[config.mk]
export PLATFORM = sky130hd
export DESIGN_NAME = fetch_prefetch_buffer
export DESIGN_NICKNAME = d
export VERILOG_FILES = /design/src/rtl/fetch_prefetch_buffer.sv
export SDC_FILE = /design/constraint.sdc
export NUM_CORES = 1
export LEC_CHECK = 0
export CAP_MARGIN = 20
export CORE_ASPECT_RATIO = 0.6
export CORE_MARGIN = 1.5
export CORE_UTILIZATION = 35
export DETAILED_ROUTE_END_ITERATION = 16
export MAX_ROUTING_LAYER = met4
export SYNTH_ARGS = -nofsm -noshare
export SYNTH_HDL_FRONTEND = slang
export SYNTH_SLANG_ARGS = --single-unit
[constraint.sdc]
create_clock -name clk_i -period 7.5 [get_ports clk_i]
set_input_delay 1.5 -clock clk_i [delete_from_list [all_inputs] [get_ports clk_i]]
set_output_delay 1.5 -clock clk_i [all_outputs]
set_load 0.005 [all_outputs]
[src/rtl/fetch_prefetch_buffer.sv]
// In-order instruction prefetcher feeding IF/ID through a DEPTH-entry, PC-tagged FIFO.
// Optional macro FETCH_BYPASS_EN forwards a response straight to decode when the FIFO is empty.
module fetch_prefetch_buffer #(
    parameter int            DW       = 32,
    parameter int            DEPTH    = 2,
    parameter logic [DW-1:0] RESET_PC = '0
) (
    input  logic          clk_i,
    input  logic          rst_i,
    input  logic          redirect_i,
    input  logic [DW-1:0] redirect_pc_i,
    output logic          imem_req_o,
    output logic [DW-1:0] imem_addr_o,
    input  logic          imem_gnt_i,
    input  logic          imem_rvalid_i,
    input  logic [DW-1:0] imem_rdata_i,
    output logic          valid_o,
    input  logic          ready_i,
    output logic [DW-1:0] instr_o,
    output logic [DW-1:0] pc_o,
    output logic [DW-1:0] pc_plus_4_o
);

    localparam int            PW  = (DEPTH > 1) ? $clog2(DEPTH) : 1;
    localparam int            CW  = PW + 1;
    localparam logic [DW-1:0] NOP = DW'(32'h0000_0013);
    localparam logic [DW-1:0] PC_STEP = DW'(4);

    typedef enum logic [1:0] {
        S_BOOT,
        S_RUN,
        S_FLUSH
    } state_t;

    state_t        state_reg, state_next;
    logic [DW-1:0] fetch_pc_reg, fetch_pc_next;
    logic [DW-1:0] resp_pc_reg, resp_pc_next;
    logic [CW-1:0] count_reg, count_next;
    logic [CW-1:0] outstanding_reg, outstanding_next;
    logic [CW-1:0] discard_reg, discard_next;
    logic [PW-1:0] rd_ptr_reg, rd_ptr_next;
    logic [PW-1:0] wr_ptr_reg, wr_ptr_next;

    logic [DW-1:0] fifo_instr_reg [DEPTH];
    logic [DW-1:0] fifo_pc_reg    [DEPTH];
    logic [DEPTH-1:0] wr_en;

    logic          rsp_valid;
    logic          rsp_drop;
    logic          rsp_keep;
    logic          fifo_empty;
    logic          bypass;
    logic          pop;
    logic          pop_fifo;
    logic          push_fifo;
    logic          fire;
    logic [CW:0]   credit_used;
    logic [DW-1:0] redirect_pc_aligned;

    // A response with nothing outstanding is a protocol error and is ignored.
    assign rsp_valid  = imem_rvalid_i & (outstanding_reg != '0);
    assign rsp_drop   = rsp_valid & (discard_reg != '0);
    assign rsp_keep   = rsp_valid & ~rsp_drop;
    assign fifo_empty = (count_reg == '0);

`ifdef FETCH_BYPASS_EN
    assign bypass = fifo_empty & rsp_keep & ~redirect_i;
`else
    assign bypass = 1'b0;
`endif

    assign valid_o   = ~fifo_empty | bypass;
    assign pop       = valid_o & ready_i;
    assign pop_fifo  = pop & ~fifo_empty;
    // A bypassed response that decode takes this cycle never occupies a slot.
    assign push_fifo = rsp_keep & ~(bypass & ready_i);

    // Buffered plus in-flight never exceeds DEPTH, so the FIFO cannot overflow.
    assign credit_used = {1'b0, count_reg} + {1'b0, outstanding_reg};
    assign imem_req_o  = (state_reg != S_BOOT) & ~redirect_i &
                         (credit_used < (CW+1)'(DEPTH));
    assign imem_addr_o = fetch_pc_reg;
    assign fire        = imem_req_o & imem_gnt_i;

    assign redirect_pc_aligned = redirect_pc_i & ~DW'(3);

    always_comb begin
        instr_o = NOP;
        pc_o    = resp_pc_reg;
        if (!fifo_empty) begin
            instr_o = fifo_instr_reg[rd_ptr_reg];
            pc_o    = fifo_pc_reg[rd_ptr_reg];
        end else if (bypass) begin
            instr_o = imem_rdata_i;
        end
    end

    assign pc_plus_4_o = pc_o + PC_STEP;

    always_comb begin
        state_next       = state_reg;
        fetch_pc_next    = fetch_pc_reg;
        resp_pc_next     = resp_pc_reg;
        count_next       = count_reg;
        outstanding_next = outstanding_reg;
        discard_next     = discard_reg;
        rd_ptr_next      = rd_ptr_reg;
        wr_ptr_next      = wr_ptr_reg;

        if (redirect_i) begin
            // Everything still in flight after this edge belongs to the old stream.
            fetch_pc_next    = redirect_pc_aligned;
            resp_pc_next     = redirect_pc_aligned;
            count_next       = '0;
            rd_ptr_next      = '0;
            wr_ptr_next      = '0;
            outstanding_next = outstanding_reg - CW'(rsp_valid);
            discard_next     = outstanding_reg - CW'(rsp_valid);
            state_next       = (discard_next != '0) ? S_FLUSH : S_RUN;
        end else begin
            if (fire) begin
                fetch_pc_next = fetch_pc_reg + PC_STEP;
            end
            outstanding_next = outstanding_reg + CW'(fire) - CW'(rsp_valid);
            discard_next     = discard_reg - CW'(rsp_drop);
            if (rsp_keep) begin
                resp_pc_next = resp_pc_reg + PC_STEP;
            end
            if (push_fifo) begin
                wr_ptr_next = wr_ptr_reg + PW'(1);
            end
            if (pop_fifo) begin
                rd_ptr_next = rd_ptr_reg + PW'(1);
            end
            count_next = count_reg + CW'(push_fifo) - CW'(pop_fifo);

            case (state_reg)
                S_BOOT:  state_next = S_RUN;
                S_FLUSH: state_next = (discard_next == '0) ? S_RUN : S_FLUSH;
                S_RUN:   state_next = S_RUN;
                default: state_next = S_BOOT;
            endcase
        end
    end

    always_ff @(posedge clk_i or negedge rst_i) begin
        if (!rst_i) begin
            state_reg       <= S_BOOT;
            fetch_pc_reg    <= RESET_PC;
            resp_pc_reg     <= RESET_PC;
            count_reg       <= '0;
            outstanding_reg <= '0;
            discard_reg     <= '0;
            rd_ptr_reg      <= '0;
            wr_ptr_reg      <= '0;
        end else begin
            state_reg       <= state_next;
            fetch_pc_reg    <= fetch_pc_next;
            resp_pc_reg     <= resp_pc_next;
            count_reg       <= count_next;
            outstanding_reg <= outstanding_next;
            discard_reg     <= discard_next;
            rd_ptr_reg      <= rd_ptr_next;
            wr_ptr_reg      <= wr_ptr_next;
        end
    end

    genvar gi;
    generate
        for (gi = 0; gi < DEPTH; gi++) begin : g_wr_en
            assign wr_en[gi] = push_fifo & ~redirect_i & (wr_ptr_reg == PW'(gi));
        end
    endgenerate

    // Payload storage needs no reset: count gates every read.
    always_ff @(posedge clk_i) begin
        for (int i = 0; i < DEPTH; i++) begin
            if (wr_en[i]) begin
                fifo_instr_reg[i] <= imem_rdata_i;
                fifo_pc_reg[i]    <= resp_pc_reg;
            end
        end
    end

endmodule
# After elaboration in Yosys (flattened, before gate mapping)

Memory sizes are Yosys's and may differ from the RTL's.
Cells that the tools add are included.

Bits in registers: 74
Bits in writable memories: 128
Word-level logic and storage cells: 80
Memories: 2

Memory list:

| memory         | depth | bits a word | read ports | clocked after Yosys merged registers in | wr ports | line | RTL |
|---|---|---|---|---|---|---|---|
| fifo_instr_reg | 2     | 32          | 1          | 0                                       | 1        | 44   | `logic [DW-1:0] fifo_instr_reg [DEPTH];` |
| fifo_pc_reg    | 2     | 32          | 1          | 0                                       | 1        | 45   | `logic [DW-1:0] fifo_pc_reg [DEPTH];` |

Add/sub/neg operators: 12
Order comparisons: 1
Eq/ne operators: 2
Multiplexer cells: 27
Bitwise logic cells: 15
Reduce and logical (&&, ||, !) cells: 13

Operators by type and width:

| operator                | count |
|---|---|
| $mux W32                | 8 |
| $add A32 B3 Y32 const B | 3 |
| $reduce_or A32 Y1       | 2 |
| $reduce_bool A2 Y1      | 7 |
| $mux W1                 | 12 |
| $mux W2                 | 6 |
| $and A1 B1 Y1           | 11 |
| $sub A2 B1 Y2           | 4 |
| $logic_not A2 Y1        | 3 |
| $add A2 B1 Y2           | 2 |
| $not A1 Y1              | 4 |
| $pmux W2 S2             | 1 |
| $add A2 B2 Y3           | 1 |
| $lt A3 B2 Y1 const B    | 1 |
| $add A1 B1 Y1 const B   | 2 |
| $eq A2 B1 Y1 const B    | 1 |
| $eq A2 B2 Y1 const B    | 1 |
| $reduce_or A2 Y1        | 1 |

# Depth between registers and ports, before layout

Gate-level depths: netlist of the first run.

Depth in word-level cells: 11
Depth in mapped cells: 14
Gate-level depth less buffers: 11

# Least setup slack after synthesis of the first run

OpenSTA, ideal clock, no wires.

Path type: input -> register
Start point: in imem_rvalid_i
End point: mem fifo_instr_reg[0][0] (enable)
Arrival: 6.442 ns
Path slack: 0.499 ns
Stages: 4
Path buffers: 0
Cells stage by stage: o21ai_0 nor3_1 inv_1 nor3_1

Elaborated cells on any way between the ends: 14
Those cells by class: mux: 6; bitwise: 7; reduce/logical: 1

RTL lines:

| element                           | line | RTL |
|---|---|---|
| start: declaration                | 15   | `input logic imem_rvalid_i,` |
| $and A1 B1 Y1 (*)                 | 61   | `assign rsp_valid = imem_rvalid_i & (outstanding_reg != '0);` |
| $and A1 B1 Y1                     | 62   | `assign rsp_drop = rsp_valid & (discard_reg != '0);` |
| $not A1 Y1                        | 63   | `assign rsp_keep = rsp_valid & ~rsp_drop;` |
| $and A1 B1 Y1 (*)                 | 63   |  |
| $and A1 B1 Y1 (*) (2 in series)   | 171  | `assign wr_en[gi] = push_fifo & ~redirect_i & (wr_ptr_reg == PW'(gi));` |
| via wr_en[0]                      | 46   | `logic [DEPTH-1:0] wr_en;` |
| $mux W1 (*)                       | 178  | `if (wr_en[i]) begin` |
| $mux W1 (not written as such) (*) | 179  | `fifo_instr_reg[i] <= imem_rdata_i;` |
| $mux W1 (no line) (*)             | -    |  |
| end: declaration                  | 44   |  |

The timed path passes the listed nets; every way through them passes the cells marked *.

# Final worst setup path of the first run

Start point: reg count_reg[1]
End point: out pc_plus_4_o[15]

Word-level cells in the longest chain between the ends: 3

Ends and longest elaborated chain:

| element                  | line | RTL |
|---|---|---|
| start: declaration       | 38   | `logic [CW-1:0] count_reg, count_next;` |
| start signal: assignment | 160  | `count_reg <= count_next;` |
| $logic_not A2 Y1         | 64   | `assign fifo_empty = (count_reg == '0);` |
| $mux W32                 | 90   | `if (!fifo_empty) begin` |
| $add A32 B3 Y32          | 98   | `assign pc_plus_4_o = pc_o + PC_STEP;` |
| end: declaration         | 21   | `output logic [DW-1:0] pc_plus_4_o` |

No other way between the ends.

==> reports/metrics.csv, run 1 <==
stage,metric,value,unit
floorplanning,io pins,200,
synthesis,#FFs+latches synth,194,
grt,first-pass GRT wire length,38800,um
setup_path,stages on the worst setup path,8,
finish,fill count,2479,
drt,detailed-route via count,6857,
setup_path,Buf/Inv on CP,2,
sta,Tmin final,6.21,ns
grt,largest net degree at the start of global routing,71,
finish,Antenna Cells,0,
grt,grt ovf,0,
setup_path,kind of end point of the critical path,output port,
setup_path,Critical Path AT,4.71,ns
sta,setup TNS,0,ns
place,hpwl dp,18000,um
setup_path,"Slowest-stage cell, CP",nand4_1,
synthesis,Post-Syn Area,9570,sq um
grt,vias in the first global route,6571,
setup_path,critical path type,flop to output port,
drt,DR iter-0 viols,385,
place,dpl ws,1.59,ns
floorplanning,Initial Utilization,0.359,
flow_run,MaxCap Viol Count,0,
synthesis,Yosys cell types,57,
clock_network,Num CTS Buffers,17,
clock_network,clock sinks,194,
drt,vias per cell,5.03,
floorplanning,# rows,46,
min_path,Tightest Hold Check Type,flop to flop,
finish,Final nets,1070,
setup_path,CP peak stage delay,0.73,ns
clock_network,CTS root buffer,clkbuf_16,
synthesis,Post-synth EDFFs,124,
power,pwr dens,306,nW/um^2
setup_path,reg2reg path depth,10,
finish,Largest register FFs,64,
sta,# setup viols final,0,
floorplanning,Die Y,131,um
sta,Final Hold Vio Count,0,
clock_network,clock slew at reported path FFs,0.07,ns
clock_network,CTS tree,yes,
setup_path,"critical path, cell by cell","nor2_8, inv_4, a21oi_1, nor2b_1, nand4_1, nor4b_1, xnor2_1, clkdlybuf4s50_1",
drt,residual DRC count,0,
sta,unrepaired setup endpoints after global routing,false,
min_path,Worst Hold Depth,0,
synthesis,syn_area_per_cell,11.9,sq um
clock_network,post-CTS resize count,0,
sta,Tcrit/Tclk final,0.828,
place,DP Cell Count,1329,
sta,Worst Clk Skew,0.00861,ns
finish,Final Core Density,0.465,
clock_network,clk_lat worst skew,0.44,ns
clock_network,maximum clock path buffer count,2,
place,IO buf count,191,
clock_network,# hold bufs at CTS,0,
synthesis,Syn. warnings,0,
drt,Initial DRT Pass Iterations,5,
drt,Routed Wire Length,25500,um
synthesis,"Seq/Total Area, Yosys",0.572,
place,GPL Wtd Cong,0.819,
floorplanning,die area,28400,sq um
finish,area delta synth->final,29.5,%
outcome,status,completed,
sta,Slew HR,0.329,
clock_network,Post-CTS Setup Bufs,0,
synthesis,"Primary FF master, synth",edfxtp_1,
synthesis,"FFs w/ async S/R, synth",0.361,
finish,Non-Filler Instances,1363,
finish,share of cells above drive strength 1,0.0917,
grt,antenna violations before repair,0,
sta,max-slew violations,0,
power,maximum vdd drop,0.156,mV
sta,setup ws final,1.29,ns
setup_path,Critical Path Start Type,flop,
place,Placed Area,11800,sq um
power,P_leak,4.39,nW
finish,post-layout instance area,12400,sq um
clock_network,Max H-tree Level,4,
setup_path,critical path required time,6.00,ns
drt,Final ANT Viol Nets,0,
setup_path,crit-path max FO,42,
sta,worst slew pin tran,1.00,ns
sta,Max Clk Rate,0.161,GHz
grt,Total GRT Usage,0.187,
synthesis,Mapped Cells,804,
drt,Wirelength per Cell,18.7,um
setup_path,Top delay family on crit path,simple AND/OR/NAND/NOR gates,
floorplanning,CORE AREA,26600,sq um
floorplanning,Chip Width,216,um
[where the power goes]
| part | switching (W) | internal (W) | leakage, nW |
|---|---|---|---|
| Combinational | 0.000685 | 0.000767 | 2.13 |
| Clock | 0.000410 | 0.000506 | 0.290 |
| Sequential | 0.000164 | 0.00126 | 1.96 |
| Total | 0.00126 | 0.00253 | 4.39 |
[cells by family after synthesis]
logic type / Yosys count / share of synthesized area
compound gates: 100 / 0.0627
simple gates: 266 / 0.150
other cells: 1 / 0.000392
xor+xnor: 71 / 0.0650
mux: 91 / 0.0988
buf+inv: 71 / 0.0366
flops: 194 / 0.572
fa+ha+maj: 10 / 0.0139
[metal layers]
layer	track usage	share of wire
met5	-	0
met4	0.0445	0.0080
met3	0.0424	0.054
met2	0.262	0.44
met1	0.273	0.50
[cell usage after synthesis, types with 2 or more instances]
| library cell | number | area share |
|---|---|---|
| buf_1 | 5 | 0.0020 |
| and4_1 | 6 | 0.0055 |
| clkbuf_1 | 18 | 0.0071 |
| a21oi_1 | 15 | 0.0078 |
| nor3_1 | 17 | 0.0089 |
| nand3_1 | 30 | 0.016 |
| nor4_2 | 7 | 0.0092 |
| buf_4 | 8 | 0.0063 |
| xnor2_1 | 41 | 0.038 |
| inv_1 | 29 | 0.011 |
| nand4_1 | 15 | 0.0098 |
| a31oi_1 | 9 | 0.0059 |
| nor4_4 | 2 | 0.0044 |
| o311ai_0 | 14 | 0.013 |
| buf_2 | 2 | 0.0010 |
| mux2i_1 | 64 | 0.067 |
| nor3b_1 | 3 | 0.0024 |
| and3_1 | 15 | 0.0098 |
| ha_1 | 9 | 0.012 |
| nor4_1 | 6 | 0.0039 |
| nor2_1 | 61 | 0.024 |
| xor2_1 | 30 | 0.027 |
| buf_6 | 5 | 0.0059 |
| dfrtp_1 | 70 | 0.18 |
| o21ai_1 | 2 | 0.0010 |
| and2_1 | 8 | 0.0052 |
| nand4_4 | 2 | 0.0044 |
| nand2_1 | 80 | 0.031 |
| clkinv_1 | 2 | 0.00079 |
| mux2_2 | 27 | 0.032 |
| o211ai_1 | 3 | 0.0024 |
| edfxtp_1 | 124 | 0.39 |
| nor2b_1 | 2 | 0.0013 |
| o21ai_0 | 50 | 0.026 |
[layout make-up]
class / count / area, sq um / area share
tap: 360 / 450 / 0.0364
clock buffer: 24 / 536 / 0.0432
clock inverter: 8 / 62.6 / 0.00505
timing repair buffer: 201 / 1970 / 0.159
inverter: 32 / 123 / 0.00990
sequential: 194 / 5480 / 0.442
multi-input combinational: 544 / 3760 / 0.304
[final timing paths]
check	end	slack, ns	start
worst max-delay path	pc_plus_4_o[15]	1.29	count_reg[1]$_DFF_PN0_
worst min-delay path	fifo_pc_reg[0][9]$_DFFE_PP_	0.56	resp_pc_reg[9]$_DFFE_PN0N_
worst min register to register	fifo_pc_reg[0][9]$_DFFE_PP_	0.56	resp_pc_reg[9]$_DFFE_PN0N_
min in group asynchronous	imem_addr_o[29]$_DFFE_PN0P_	1.26	rst_i
worst max register to register	imem_addr_o[15]$_DFFE_PN0P_	3.79	count_reg[0]$_DFF_PN0_
max in group asynchronous	rd_ptr_reg$_DFFE_PN0P_	5.53	rst_i
[layout by cell type, fill, tap and decap left out, drive strengths merged, types with 8 or more instances in the layout]
cell	instances
clkdlybuf4s50	189
edfxtp	124
nand2	80
dfrtp	70
mux2i	64
nor2	62
o21ai	52
xnor2	41
inv	32
nand3	31
xor2	30
mux2	27
clkbuf	24
nor3	18
nand4	17
and3	16
a21oi	15
nor4	15
o311ai	14
buf	12
a31oi	9
ha	9
and2	8
[metrics by stage]
stage,hold WS (ns),total power [W]
floorplan,0.482,0.00216
global placement,0.541,0.00290
detailed placement,0.540,0.00291
CTS,0.557,0.00385
global route,0.581,0.00403
finish,0.561,0.00379
(Power assumes the default switching activity.)
==> inputs of run 2 (changes only) <==
==> constraint.sdc (replaced) <==
create_clock -name clk_i -period 6.2 [get_ports clk_i]
set_input_delay 1.24 -clock clk_i [delete_from_list [all_inputs] [get_ports clk_i]]
set_output_delay 1.24 -clock clk_i [all_outputs]
set_load 0.005 [all_outputs]
==> run 2 against run 1 <==
Global-route usage decreased by 0.26 points. Die area unchanged. Clock skew increased by 0.0019 ns. Core utilization increased by 0.061 points. Non-clock buffer count increased by 3. Sequential share of layout area decreased by 0.058 points. Design area increased by 0.13%. Sequential power increased by 20%. Wire length decreased by 1.8%. Critical path type unchanged. Critical endpoint is now pc_plus_4_o[27]. Largest cell class unchanged.
==> reports/metrics.csv, run 2 (same netlist as run 1, synthesis figures left out) <==
stage,metric,value,unit,change
outcome,status,completed,,unchanged
sta,Final Hold Vio Count,0,,unchanged
sta,worst slew pin tran,0.933,ns,was 1.00 ns
floorplanning,CORE AREA,26600,sq um,unchanged
min_path,Tightest Hold Check Type,flop to flop,,unchanged
sta,Max Clk Rate,0.196,GHz,
clock_network,CTS root buffer,clkbuf_16,,unchanged
place,IO buf count,191,,unchanged
power,maximum vdd drop,0.149,mV,was 0.156 mV
power,P_leak,4.39,nW,about the same
min_path,worst hold start,imem_addr_o[31]$_DFFE_PN0P_,,was resp_pc_reg[9]$_DFFE_PN0N_
sta,Tcrit/Tclk final,0.822,,
setup_path,FF-to-FF Start,count_reg[0]$_DFF_PN0_,,unchanged
finish,Final nets,1073,,was 1070
drt,Wirelength per Cell,18.3,um,was 18.7 um
finish,area delta synth->final,29.7,%,was 29.5%
clock_network,Max H-tree Level,4,,unchanged
setup_path,R2R setup slack,1.94,ns,was 3.79 ns
drt,DR iter-0 viols,561,,was 385
flow_run,MaxCap Viol Count,0,,unchanged
floorplanning,Chip Width,216,um,unchanged
setup_path,Critical Path AT,3.86,ns,was 4.71 ns
floorplanning,# rows,46,,unchanged
sta,Slew HR,0.378,,was 0.329
power,Design Power,0.00460,W,was 0.00379 W
grt,Total GRT Usage,0.185,,was 0.187
setup_path,kind of end point of the critical path,output port,,unchanged
clock_network,clock slew at reported path FFs,0.07,ns,about the same
setup_path,CP startpoint,count_reg[1]$_DFF_PN0_,,unchanged
floorplanning,io pins,200,,unchanged
setup_path,reg2reg path depth,9,,was 10
drt,vias per cell,5.00,,was 5.03
grt,first-pass GRT wire length,38100,um,was 38800 um
floorplanning,die area,28400,sq um,unchanged
grt,vias in the first global route,6474,,was 6571
clock_network,Post-CTS Setup Bufs,0,,unchanged
setup_path,CP peak stage delay,0.76,ns,was 0.73 ns
min_path,Worst Hold Depth,1,,was 0
drt,Routed Wire Length,25000,um,was 25500 um
drt,Initial DRT Pass Iterations,5,,unchanged
setup_path,critical path type,flop to output port,,unchanged
power,pwr dens,370,nW/um^2,was 306 nW/um^2
sta,unrepaired setup endpoints after global routing,false,,unchanged
floorplanning,Initial Utilization,0.359,,unchanged
setup_path,crit-path max FO,29,,was 42
sta,Tmin final,5.10,ns,
setup_path,Critical Path Start Type,flop,,unchanged
drt,residual DRC count,0,,unchanged
setup_path,"critical path, cell by cell","nor2_8, inv_4, mux2i_1, nor4_4, nand4_4, nor4_2, xor2_1, clkdlybuf4s50_1",,"was nor2_8, inv_4, a21oi_1, nor2b_1, nand4_1, nor4b_1, xnor2_1, clkdlybuf4s50_1"
sta,setup TNS,0,ns,unchanged
setup_path,"Slowest-stage cell, CP",dfrtp_1,,was nand4_1
sta,# setup viols final,0,,unchanged
clock_network,Num CTS Buffers,17,,unchanged
drt,Final ANT Viol Nets,0,,unchanged
finish,Largest register FFs,64,,unchanged
finish,"commonest non-fill, non-tap cell in the layout",clkdlybuf4s50_1,,unchanged
clock_network,clock sinks,194,,unchanged
finish,fill count,2477,,was 2479
drt,detailed-route via count,6840,,was 6857
grt,antenna violations before repair,1,,was 0
sta,max-slew violations,0,,unchanged
sta,Worst Clk Skew,0.0105,ns,was 0.00861 ns
clock_network,post-CTS resize count,0,,unchanged
clock_network,CTS tree,yes,,unchanged
setup_path,critical path required time,4.96,ns,was 6.00 ns
grt,grt ovf,0,,unchanged
clock_network,maximum clock path buffer count,2,,unchanged
grt,largest net degree at the start of global routing,71,,unchanged
floorplanning,Die Y,131,um,unchanged
place,GPL Wtd Cong,0.860,,was 0.819
finish,most frequent cells in the layout,"clkdlybuf4s50_1, edfxtp_1, nand2_1",,unchanged
finish,share of cells above drive strength 1,0.0944,,was 0.0917
place,hpwl dp,18000,um,about the same
clock_network,clk_lat worst skew,0.44,ns,about the same
clock_network,# hold bufs at CTS,0,,unchanged
run 2: changes by cell type in the layout (fill, tap and decap cells not counted), sizes merged:
cell      previous run  this run
clkinvlp             2         3
buf                 12        14
clkbuf              24        23
bufinv               0         1
diode                0         1
run 2: metal layers:
metal	routed length, um	global-route usage	vias to the layer above	part of all wire
met5	0	-	-	0
met4	296	0.0502	0	0.012
met3	1460	0.0471	22	0.058
met2	10500	0.251	212	0.42
met1	12800	0.269	3319	0.51
li1	-	-	3287	-
run 2: cell type report:
| cell class | count | area [sq um] | area share |
|---|---|---|---|
| clock inverters | 10 | 100 | 0.00807 |
| inverters | 32 | 123 | 0.00988 |
| repair buffers | 204 | 1990 | 0.161 |
| well taps | 360 | 450 | 0.0363 |
| flip-flops and latches | 194 | 5480 | 0.442 |
| diodes | 1 | 2.50 | 0.000202 |
| clock buffers | 22 | 485 | 0.0391 |
| multi-input cells | 544 | 3770 | 0.304 |
run 2: final timing paths:
kind | endpoint
setup / recovery | pc_plus_4_o[27]
hold / removal | imem_addr_o[31]$_DFFE_PN0P_
setup reg to reg | imem_addr_o[15]$_DFFE_PN0P_
hold reg to reg | imem_addr_o[31]$_DFFE_PN0P_
max in group asynchronous | rd_ptr_reg$_DFFE_PN0P_
min in group asynchronous | imem_addr_o[29]$_DFFE_PN0P_
run 2: worst max-delay path: cells and delay by family, from the launching register on:
family | cells | cell delay [ns]
buf+inv | 2 | 0.90
mux | 1 | 0.34
xor+xnor | 1 | 0.18
flops | 1 | 0.76
simple gates | 4 | 1.21
run 2: report_power, final:
group	leakage, nW	switching [W]	internal (W)
clock network	0.280	0.000493	0.000603
logic	2.14	0.000840	0.000936
registers	1.96	0.000197	0.00153
total	4.39	0.00153	0.00306
run 2: per-stage QoR:
stage / utilization / hold WS (ns) / worst slack (ns) / instances / instance area [sq um]
after floorplan: - / 0.482 / 1.35 / 809 / 9590
after global placement: 0.443 / 0.540 / 1.60 / 1331 / 11800
after detailed placement: 0.443 / 0.542 / 1.57 / 1331 / 11800
after CTS: 0.465 / 0.552 / 1.06 / 1363 / 12400
after global routing: 0.466 / 0.563 / 0.857 / 1367 / 12400
final: 0.466 / 0.545 / 1.10 / 1367 / 12400
==> inputs of run 3 (changes only) <==
==> constraint.sdc (replaced) <==
create_clock -name clk_i -period 5.1 [get_ports clk_i]
set_input_delay 1.02 -clock clk_i [delete_from_list [all_inputs] [get_ports clk_i]]
set_output_delay 1.02 -clock clk_i [all_outputs]
set_load 0.005 [all_outputs]
==> run 3 against run 2 <==
Power up 21%. Core utilization up 0.061 points. First-iteration DRC count down 10%. Setup slack worse by 0.77 ns. Sequential share of layout area down 0.058 points.
==> reports/metrics.csv, run 3 (same netlist as run 1, synthesis figures left out) <==
stage,metric,value,unit,change
outcome,status,completed,,unchanged
floorplanning,# rows,46,,unchanged
drt,detailed-route via count,6863,,was 6840
flow_run,MaxCap Viol Count,0,,unchanged
finish,"commonest non-fill, non-tap cell in the layout",clkdlybuf4s50_1,,unchanged
setup_path,Worst R2R End,imem_addr_o[15]$_DFFE_PN0P_,,unchanged
setup_path,FF-to-FF Start,count_reg[0]$_DFF_PN0_,,unchanged
sta,worst slew pin tran,1.13,ns,was 0.933 ns
drt,DR iter-0 viols,504,,was 561
clock_network,CTS root buffer,clkbuf_16,,unchanged
setup_path,reg2reg path depth,10,,was 9
finish,multi-input logic area,3770,sq um,unchanged
setup_path,kind of end point of the critical path,output port,,unchanged
drt,residual DRC count,0,,unchanged
floorplanning,die area,28400,sq um,unchanged
finish,Antenna Cells,0,,was 1
finish,fill count,2470,,was 2477
sta,Max Clk Rate,0.210,GHz,
clock_network,maximum clock path buffer count,2,,unchanged
clock_network,clock slew at reported path FFs,0.07,ns,about the same
drt,Initial DRT Pass Iterations,5,,unchanged
setup_path,Buf/Inv on CP,2,,unchanged
drt,Final ANT Viol Nets,0,,unchanged
clock_network,post-CTS resize count,0,,unchanged
finish,most frequent cells in the layout,"clkdlybuf4s50_1, edfxtp_1, nand2_1",,unchanged
finish,share of cells above drive strength 1,0.0959,,was 0.0944
clock_network,Max H-tree Level,4,,unchanged
sta,setup TNS,0,ns,unchanged
setup_path,"Slowest-stage cell, CP",dfrtp_4,,was dfrtp_1
place,dpl ws,0.778,ns,was 1.57 ns
floorplanning,io pins,200,,unchanged
floorplanning,Initial Utilization,0.359,,unchanged
setup_path,Critical Path AT,3.74,ns,was 3.86 ns
clock_network,# hold bufs at CTS,0,,unchanged
sta,Tcrit/Tclk final,0.934,,
grt,Total GRT Usage,0.181,,was 0.185
min_path,hold path endpoint,fifo_pc_reg[1][26]$_DFFE_PP_,,was imem_addr_o[31]$_DFFE_PN0P_
sta,Tmin final,4.76,ns,
place,GPL Wtd Cong,0.847,,was 0.860
finish,Final nets,1078,,was 1073
grt,vias in the first global route,6485,,was 6474
place,IO buf count,191,,unchanged
setup_path,"critical path, cell by cell","mux2_2, mux2i_1, inv_1, ha_1, and4b_1, nand4_4, nor4_2, xor2_1, clkdlybuf4s50_1",,"was nor2_8, inv_4, mux2i_1, nor4_4, nand4_4, nor4_2, xor2_1, clkdlybuf4s50_1"
clock_network,Post-CTS Setup Bufs,0,,unchanged
sta,Slew HR,0.243,,was 0.378
floorplanning,Chip Width,216,um,unchanged
min_path,Tightest Hold Check Type,flop to flop,,unchanged
setup_path,critical path required time,4.08,ns,was 4.96 ns
power,P_leak,4.40,nW,was 4.39 nW
grt,antenna violations before repair,0,,was 1
setup_path,R2R setup slack,1.45,ns,was 1.94 ns
drt,Wirelength per Cell,18.3,um,about the same
sta,setup ws final,0.337,ns,was 1.10 ns
finish,area delta synth->final,29.9,%,was 29.7%
setup_path,stages on the worst setup path,9,,was 8
setup_path,Top delay family on crit path,simple AND/OR/NAND/NOR gates,,unchanged
sta,WHS,0.546,ns,was 0.545 ns
min_path,worst hold start,resp_pc_reg[26]$_DFFE_PN0N_,,was imem_addr_o[31]$_DFFE_PN0P_
clock_network,Num CTS Buffers,17,,unchanged
clock_network,clk_lat worst skew,0.44,ns,about the same
sta,Final Hold Vio Count,0,,unchanged
power,Design Power,0.00556,W,was 0.00460 W
place,Placed Area,11900,sq um,was 11800 sq um
setup_path,critical path type,flop to output port,,unchanged
power,pwr dens,448,nW/um^2,was 370 nW/um^2
finish,FF/Latch Area,5480,sq um,unchanged
clock_network,clock sinks,194,,unchanged
floorplanning,CORE AREA,26600,sq um,unchanged
setup_path,crit-path max FO,36,,was 29
clock_network,CTS tree,yes,,unchanged
sta,max-slew violations,0,,unchanged
min_path,Worst Hold Depth,0,,was 1
drt,vias per cell,5.01,,was 5.00
grt,first-pass GRT wire length,38000,um,was 38100 um
grt,largest net degree at the start of global routing,63,,was 71
sta,# setup viols final,0,,unchanged
drt,Routed Wire Length,25000,um,about the same
power,maximum vdd drop,0.217,mV,was 0.149 mV
sta,Worst Clk Skew,0.0117,ns,was 0.0105 ns
finish,Largest register FFs,64,,unchanged
setup_path,CP peak stage delay,0.83,ns,was 0.76 ns
setup_path,Critical Path Start Type,flop,,unchanged
place,hpwl dp,17900,um,was 18000 um
sta,unrepaired setup endpoints after global routing,false,,unchanged
grt,grt ovf,0,,unchanged
floorplanning,Die Y,131,um,unchanged
finish,post-layout instance area,12400,sq um,about the same
[run 3: per-layer routing]
layer  up-vias  share of wire  track usage
met1      3383           0.52        0.268
met2       179           0.43        0.256
met4         0         0.0068       0.0364
met5         -              0            -
met3        13          0.048       0.0358
li1       3288              -            -
[run 3: area by class of cell]
type                            count  share of cell area
Multi-Input combinational cell    544               0.304
Inverter                           32             0.00987
Clock inverter                      9             0.00645
Tap cell                          360              0.0363
Clock buffer                       23              0.0378
Sequential cell                   194               0.441
Timing Repair Buffer              209               0.165
[run 3: metrics by stage]
step | cells | util
after floorplan | 809 | -
after global placement | 1339 | 0.446
after detailed placement | 1339 | 0.446
after CTS | 1371 | 0.466
after global routing | 1371 | 0.466
final | 1371 | 0.466
[run 3: worst max-delay path by stage]
| stage | end | from |
|---|---|---|
| final | pc_plus_4_o[30] | rd_ptr_reg$_DFFE_PN0P_ |
| after global routing | pc_plus_4_o[31] | rd_ptr_reg$_DFFE_PN0P_ |
| after CTS | pc_plus_4_o[30] | rd_ptr_reg$_DFFE_PN0P_ |
| after detailed placement | pc_plus_4_o[30] | rd_ptr_reg$_DFFE_PN0P_ |
| after global placement | pc_plus_4_o[30] | rd_ptr_reg$_DFFE_PN0P_ |
| after floorplan | fifo_instr_reg[0][0]$_DFFE_PP_ | imem_rvalid_i |
[run 3: where the power goes]
group          internal, W  switching, W
Clock             0.000702      0.000589
Sequential         0.00186      0.000214
Combinational      0.00116       0.00104
Total              0.00372       0.00185
